<file path="config.mk">
export PLATFORM = sky130hd
export DESIGN_NAME = bubble_sort_pass_sched_flat
export DESIGN_NICKNAME = d
export VERILOG_FILES = /design/src/rtl/bubble_sort_pass_sched_if.sv /design/src/rtl/bubble_sort_pass_sched.sv /design/src/flat_wrapper.sv
export SDC_FILE = /design/constraint.sdc
export NUM_CORES = 1
export LEC_CHECK = 0
export BUFFER_PORTS_ARGS = -buffer_cell sky130_fd_sc_hd__buf_2
export CORE_UTILIZATION = 41
export DETAILED_ROUTE_END_ITERATION = 6
export MAX_ROUTING_LAYER = met4
export PLACE_DENSITY = 0.67
export SETUP_SLACK_MARGIN = 0.4
export SYNTH_ARGS = -nofsm -noshare
export SYNTH_HDL_FRONTEND = slang
export SYNTH_SLANG_ARGS = --single-unit
</file>
<file path="constraint.sdc">
create_clock -name clk -period 2.11 [get_ports clk]
set_input_delay 0.422 -clock clk [delete_from_list [all_inputs] [get_ports clk]]
set_output_delay 0.422 -clock clk [all_outputs]
set_load 0.005 [all_outputs]
</file>
<file path="src/rtl/bubble_sort_pass_sched_if.sv">
//------------------------------------------------------------------------------
// Module : bubble_sort_pass_sched_if
// Brief  : Block-level ap_ctrl_hs handshake and inner-loop pass handshake bundle.
// Rev    : 1.0
//------------------------------------------------------------------------------
`default_nettype none

interface bubble_sort_pass_sched_if #(
  parameter int IDX_W = 5
);
  logic             ap_start;
  logic             ap_done;
  logic             ap_ready;
  logic             ap_idle;
  logic [IDX_W-1:0] len;
  logic             pass_start;
  logic             pass_ready;
  logic             pass_done;
  logic             pass_swapped;
  logic [IDX_W-1:0] pass_bound;
  logic [IDX_W-1:0] pass_count;

  // master is the scheduler; slave is the surrounding block (top control + inner loop)
  modport master (
    input  ap_start, len, pass_ready, pass_done, pass_swapped,
    output ap_done, ap_ready, ap_idle, pass_start, pass_bound, pass_count
  );

  modport slave (
    output ap_start, len, pass_ready, pass_done, pass_swapped,
    input  ap_done, ap_ready, ap_idle, pass_start, pass_bound, pass_count
  );
endinterface

`default_nettype wire

</file>
<file path="src/rtl/bubble_sort_pass_sched.sv">
//------------------------------------------------------------------------------
// Module : bubble_sort_pass_sched
// Brief  : Outer-loop pass scheduler for bubble_sort; optional early exit when a
//          pass makes no swap is enabled by defining BUBBLE_SORT_EARLY_EXIT_EN.
// Rev    : 1.0
//------------------------------------------------------------------------------
`default_nettype none

module bubble_sort_pass_sched #(
  parameter int IDX_W = 5
) (
  input  logic                          clk,
  input  logic                          rst,
  bubble_sort_pass_sched_if.master      bus
);

  typedef enum logic [2:0] {
    S_IDLE   = 3'd0,
    S_LAUNCH = 3'd1,
    S_WAIT   = 3'd2,
    S_CHECK  = 3'd3,
    S_DONE   = 3'd4
  } state_t;

  state_t           state;
  state_t           next_state;
  logic [IDX_W-1:0] len_r;
  logic [IDX_W-1:0] pass_r;
  logic [IDX_W-1:0] pass_count_r;
  logic [IDX_W-1:0] pass_next;
  logic             last_pass;
  logic             finish;
  logic             accept;
  logic             pass_end;

  assign accept    = (state == S_IDLE) && bus.ap_start;
  assign pass_next = pass_r + IDX_W'(1);
  assign last_pass = (pass_next == (len_r - IDX_W'(1)));
  // a pass ends either in the launch cycle (ready and done together) or later in WAIT
  assign pass_end  = ((state == S_LAUNCH) && bus.pass_ready && bus.pass_done) ||
                     ((state == S_WAIT) && bus.pass_done);

`ifdef BUBBLE_SORT_EARLY_EXIT_EN
  logic swap_r;

  always_ff @(posedge clk or posedge rst) begin
    if (rst) begin
      swap_r <= 1'b0;
    end else if (accept) begin
      swap_r <= 1'b0;
    end else if (pass_end) begin
      swap_r <= bus.pass_swapped;
    end
  end

  // a pass with no swap proves the array is already sorted
  assign finish = last_pass || !swap_r;
`else
  assign finish = last_pass;
`endif

  always_ff @(posedge clk or posedge rst) begin
    if (rst) begin
      state <= S_IDLE;
    end else begin
      state <= next_state;
    end
  end

  always_comb begin
    next_state = state;
    case (state)
      S_IDLE: begin
        if (bus.ap_start) begin
          next_state = (bus.len <= IDX_W'(1)) ? S_DONE : S_LAUNCH;
        end
      end
      S_LAUNCH: begin
        if (bus.pass_ready) begin
          next_state = bus.pass_done ? S_CHECK : S_WAIT;
        end
      end
      S_WAIT: begin
        if (bus.pass_done) begin
          next_state = S_CHECK;
        end
      end
      S_CHECK: begin
        next_state = finish ? S_DONE : S_LAUNCH;
      end
      S_DONE: begin
        next_state = S_IDLE;
      end
      default: begin
        next_state = S_IDLE;
      end
    endcase
  end

  always_ff @(posedge clk or posedge rst) begin
    if (rst) begin
      len_r        <= '0;
      pass_r       <= '0;
      pass_count_r <= '0;
    end else if (accept) begin
      len_r        <= bus.len;
      pass_r       <= '0;
      pass_count_r <= '0;
    end else if (state == S_CHECK) begin
      pass_r       <= pass_next;
      pass_count_r <= pass_next;
    end
  end

  // len_r >= 2 whenever LAUNCH is reached, so the bound never underflows
  assign bus.pass_bound = (state == S_LAUNCH) ? (len_r - IDX_W'(1) - pass_r) : '0;
  assign bus.pass_start = (state == S_LAUNCH);
  assign bus.ap_idle    = (state == S_IDLE);
  assign bus.ap_done    = (state == S_DONE);
  assign bus.ap_ready   = (state == S_DONE);
  assign bus.pass_count = pass_count_r;

endmodule

`default_nettype wire

</file>
<file path="src/flat_wrapper.sv">
// flat-port wrapper written by rule: the top's interface ports become plain ports
module bubble_sort_pass_sched_flat 
#(
  parameter int IDX_W = 5
)
  (clk, rst, bus_ap_start, bus_len, bus_pass_ready, bus_pass_done, bus_pass_swapped, bus_ap_done, bus_ap_ready, bus_ap_idle, bus_pass_start, bus_pass_bound, bus_pass_count);
  bubble_sort_pass_sched_if #(.IDX_W(IDX_W)) bus_i ();
  input  logic clk;
  input  logic rst;
  input wire logic [$bits(bus_i.ap_start)-1:0] bus_ap_start;
  input wire logic [$bits(bus_i.len)-1:0] bus_len;
  input wire logic [$bits(bus_i.pass_ready)-1:0] bus_pass_ready;
  input wire logic [$bits(bus_i.pass_done)-1:0] bus_pass_done;
  input wire logic [$bits(bus_i.pass_swapped)-1:0] bus_pass_swapped;
  output wire logic [$bits(bus_i.ap_done)-1:0] bus_ap_done;
  output wire logic [$bits(bus_i.ap_ready)-1:0] bus_ap_ready;
  output wire logic [$bits(bus_i.ap_idle)-1:0] bus_ap_idle;
  output wire logic [$bits(bus_i.pass_start)-1:0] bus_pass_start;
  output wire logic [$bits(bus_i.pass_bound)-1:0] bus_pass_bound;
  output wire logic [$bits(bus_i.pass_count)-1:0] bus_pass_count;
  assign bus_i.ap_start = bus_ap_start;
  assign bus_i.len = bus_len;
  assign bus_i.pass_ready = bus_pass_ready;
  assign bus_i.pass_done = bus_pass_done;
  assign bus_i.pass_swapped = bus_pass_swapped;
  assign bus_ap_done = bus_i.ap_done;
  assign bus_ap_ready = bus_i.ap_ready;
  assign bus_ap_idle = bus_i.ap_idle;
  assign bus_pass_start = bus_i.pass_start;
  assign bus_pass_bound = bus_i.pass_bound;
  assign bus_pass_count = bus_i.pass_count;
  bubble_sort_pass_sched #(.IDX_W(IDX_W)) u_core (.clk(clk), .rst(rst), .bus(bus_i));
endmodule
</file>
Word level (Yosys, flattened, before mapping). Cells that the tools add are included.

Order comparisons: 1. Mux-type cells: 10. Reductions and logical operators: 4. $add $sub $neg: 3. Equality and inequality tests: 8.

Operators with widths (count): $mux 3 (5); $mux 5 (3); $pmux 3 s4 (1); $eq 3x2->1 const B (2); $ne 2x2->1 const B (3); $add 5x1->5 const B (1); $eq 5x5->1 (1); $le 5x1->1 const B (1); $sub 5x1->5 const B (1); $sub 5x5->5 (1); $eq 3x1->1 const B (1); $eq 3x3->1 const B (1); $logic_not 3->1 (1); $reduce_and 3->1 (1); $reduce_bool 2->1 (1); $logic_and 1x1->1 (1); $mux 1 (1).

Output and inout port bits: 14. Input bits: 11. Register bits: 13. Word-level logic and storage cells: 29.

Depth between registers and ports, before layout.
Depth after elaboration: 4. Depth in mapped cells: 8. Mapped depth without buffers: 8.

Worst setup path before layout. OpenSTA, ideal clock, no wires.

Path kind: reg-to-output. Start: register u_core.len_r[0]. End: output port bus_pass_bound[4]. Path slack: 0.028 ns. Arrival: 1.660 ns. Path buffers: 0. Data required time: 1.688 ns. Cell stages (with the launch flop): 9. Cells stage by stage: dfrtp_1 > inv_1 > ha_1 > inv_1 > fa_1 > a21o_1 > a21oi_1 > xnor2_1 > nor2_1.

Longest elaborated chain between the ends: 3.

RTL lines: start, declared (line bubble_sort_pass_sched.sv:27) `logic [IDX_W-1:0] len_r;`; start signal, assigned (line bubble_sort_pass_sched.sv:106) `len_r <= bus.len;`; $sub 5x1->5 (line bubble_sort_pass_sched.sv:116) `assign bus.pass_bound = (state == S_LAUNCH) ? (len_r - IDX_W'(1) - pass_r) : '0;`; $sub 5x5->5 (line bubble_sort_pass_sched.sv:116); $mux 5 (line bubble_sort_pass_sched.sv:116); end, declared (line flat_wrapper.sv:19) `output wire logic [$bits(bus_i.pass_bound)-1:0] bus_pass_bound;`.

No other way between the ends.

Worst setup path after layout. Ends and elaborated chain as after synthesis.

==> metrics.txt <==
dpl hpwl 1.54 mm; post-synthesis cell count approximately 100; Syn. warnings 0; worst min path class in -> async; largest net degree at the start of global routing 14; synthesized area ~940 um2; die width 50.0 um; first-pass detailed-route iteration total 6; critical path's top delay family adder cells; failing checks DRC, setup timing; ys flop type dfrtp_1; Via density 5.17; Worst-path clk slew ~0.080 ns; Inst Count DP 159; clk root buf clkbuf_4; PortBufs 23; period utilisation layout 116%; Netlist cell types 30; max_cap viols 0; max-slew violations 0; Crit Path Class reg -> out; delay of the slowest critical-path stage ~0.42 ns; CP bufs+invs 3; Area Growth Syn to Fin 40.6%; Leakage between 0.6 and 0.7 nW; hold buffer count at CTS 0; initial core utilization a little over two fifths; IO Count 25; Setup Skew 0.00396 ns; clock sink total 13; gr usage total about a fifth; H-tree levels 1; vias in the first global route 795; initial antenna violation count 0; crit end category output port; RSZ-0062 raised after global routing true; Core Box Area 2190 um2; drt wl/cell approximately 13 um; n_diodes 0; final antenna-violating net count 0; Longest Clk Path Bufs 2; sequential cell area fraction in the yosys report between 30% and 40%; Max VDD drop just under 1 mV; via count between 800 and 900; final worst slack -0.340 ns; status finished with violations; latest clock arrival within the worst-skew pair between 0.2 and 0.3 ns; CP Launch Type flip-flop; Slew @ Worst Pin 0.525 ns; setup violators final 4; first-pass GRT wire length 3.50 mm; Worst Path Max Fanout 3; Routed WL 2.10 mm; Die Area 2500 um2; fmax slightly above 0.4 GHz; PD cells around 1900 nW/um2; commonest non-fill, non-tap cell in the layout buf_2; Yosys reg bits 13; CTS tree done; crit path time final around 2.4 ns; Post-synth EDFFs 0; Final Instance Count excl. Fillers about 170; Setup TNS -1.11 ns; CP Data Arrival Time 2.03 ns; commonest non-fill, non-tap cells in the layout buf_2 (23), dfrtp_1 (12), inv_1 (10); CP required roughly 1.7 ns; Slowest cell on crit path dfrtp_1; asr flop ratio synth 100%; # rows 17; initial drt markers 23; share of layout cells above drive strength 1 a little under half; fill count roughly 180; Layout Nets about 160; syn_area_per_cell between 9 and 10 um2; DRC viols 2; GP Congestion just over 0.8; Fin. Hold Viols 0; die height between 40 and 50 um; Congestion Overflow GR 0; Mapped Nets 122; slew margin rel. between 60% and 70%; Util after Layout around three fifths; Num CTS Buffers 3; crit-path cells inv_2, ha_4, inv_4, fa_2, a21o_1, a21oi_2, xnor2_1, nor2_1, buf_2
-- kinds of logic (layout without fill, tap and decap cells) --
logic type	after synthesis	after routing	synth area share, %
and+or+nand+nor	29	29	16.2
buffers and inverters	17	52	7.43
AOI/OAI and AO/OA	19	19	12.2
xor gates and xnor gates	14	14	13.8
adders and majority gates	7	7	10.1
DFF	13	13	34.5
muxes	5	5	5.84
-- Yosys cell counts, types with 2 or more instances --
cell type / count / area [um2]
dfrtp_1: 13 / 325
inv_1: 13 / 48.8
xnor2_1: 10 / 87.6
a21oi_1: 7 / 35.0
nor2_1: 7 / 26.3
ha_1: 6 / 75.1
o21ai_0: 6 / 30.0
mux2_2: 4 / 45.0
nor3_1: 4 / 20.0
or3_1: 4 / 25.0
nand2_1: 3 / 11.3
nand3_1: 3 / 15.0
xor2_1: 3 / 26.3
a21o_1: 2 / 15.0
and2_1: 2 / 12.5
buf_2: 2 / 10.0
nor4_1: 2 / 12.5
-- metal layers --
| layer | part of all wire, % | routed length (um) | track usage [%] | vias up |
|---|---|---|---|---|
| met2 | 52 | 1090 | 32.9 | 18 |
| met3 | 2.3 | 48 | 1.85 | 0 |
| met1 | 46 | 961 | 23.8 | 422 |
| met4 | 0 | 0 | 4.29 | 0 |
| met5 | 0 | 0 | - | - |
| li1 | - | - | - | 423 |
-- power breakdown --
part	leakage, nW	internal (mW)	switching (mW)	total, mW
sequential	0.165	0.344	0.141	0.485
clock	0.0150	0.0730	0.0782	0.151
combinational	0.432	1.08	0.856	1.94
-- final timing paths --
path	start	endpoint	slack, ns	depth (start not counted)
max	u_core.len_r[0]$_DFFE_PP0P_	bus_pass_bound[4]	-0.34	9
min	rst	u_core.len_r[3]$_DFFE_PP0P_	0.17	2
max reg2reg	u_core.len_r[0]$_DFFE_PP0P_	u_core.state[2]$_DFFE_PP0P_	0.26	8
min reg2reg	u_core.state[2]$_DFFE_PP0P_	u_core.state[1]$_DFFE_PP0P_	0.51	1
max in group asynchronous	rst	u_core.state[1]$_DFFE_PP0P_	1.56	2
min in group clk	bus_len[0]	u_core.len_r[0]$_DFFE_PP0P_	0.36	3
-- flip-flops by register name, summed over array words and instances, names as in the netlist --
name / cells
u_core.len_r: 5
u_core.pass_r: 5
u_core.state: 3
-- cell type report --
type / count / area, um2 / area share [%]
inverter: 13 / 51.3 / 3.87
tap: 28 / 35.0 / 2.64
clock buffer: 4 / 26.3 / 1.98
sequential: 13 / 327 / 24.6
timing repair buffer: 35 / 220 / 16.6
multi-input combinational: 74 / 667 / 50.3
-- through the flow --
step	area [um2]	hold slack (ns)	worst slack, ns	total power, mW
2_1_floorplan	965	0.299	0.132	1.45
5_1_grt	1330	0.205	-0.420	2.80
4_1_cts	1310	0.181	-0.324	2.50
3_3_place_gp	1150	0.468	-0.0251	1.88
6_report	1330	0.172	-0.340	2.58
3_5_place_dp	1150	0.475	-0.0457	1.93
-- timing repair --
item                                    in CTS  in global routing
pin swaps                                    6                  5
setup buffers                                4                  0
endpoints found under the setup margin       7                  9
gates resized for setup                     17                  5
Power figures use the tool's default switching activity.
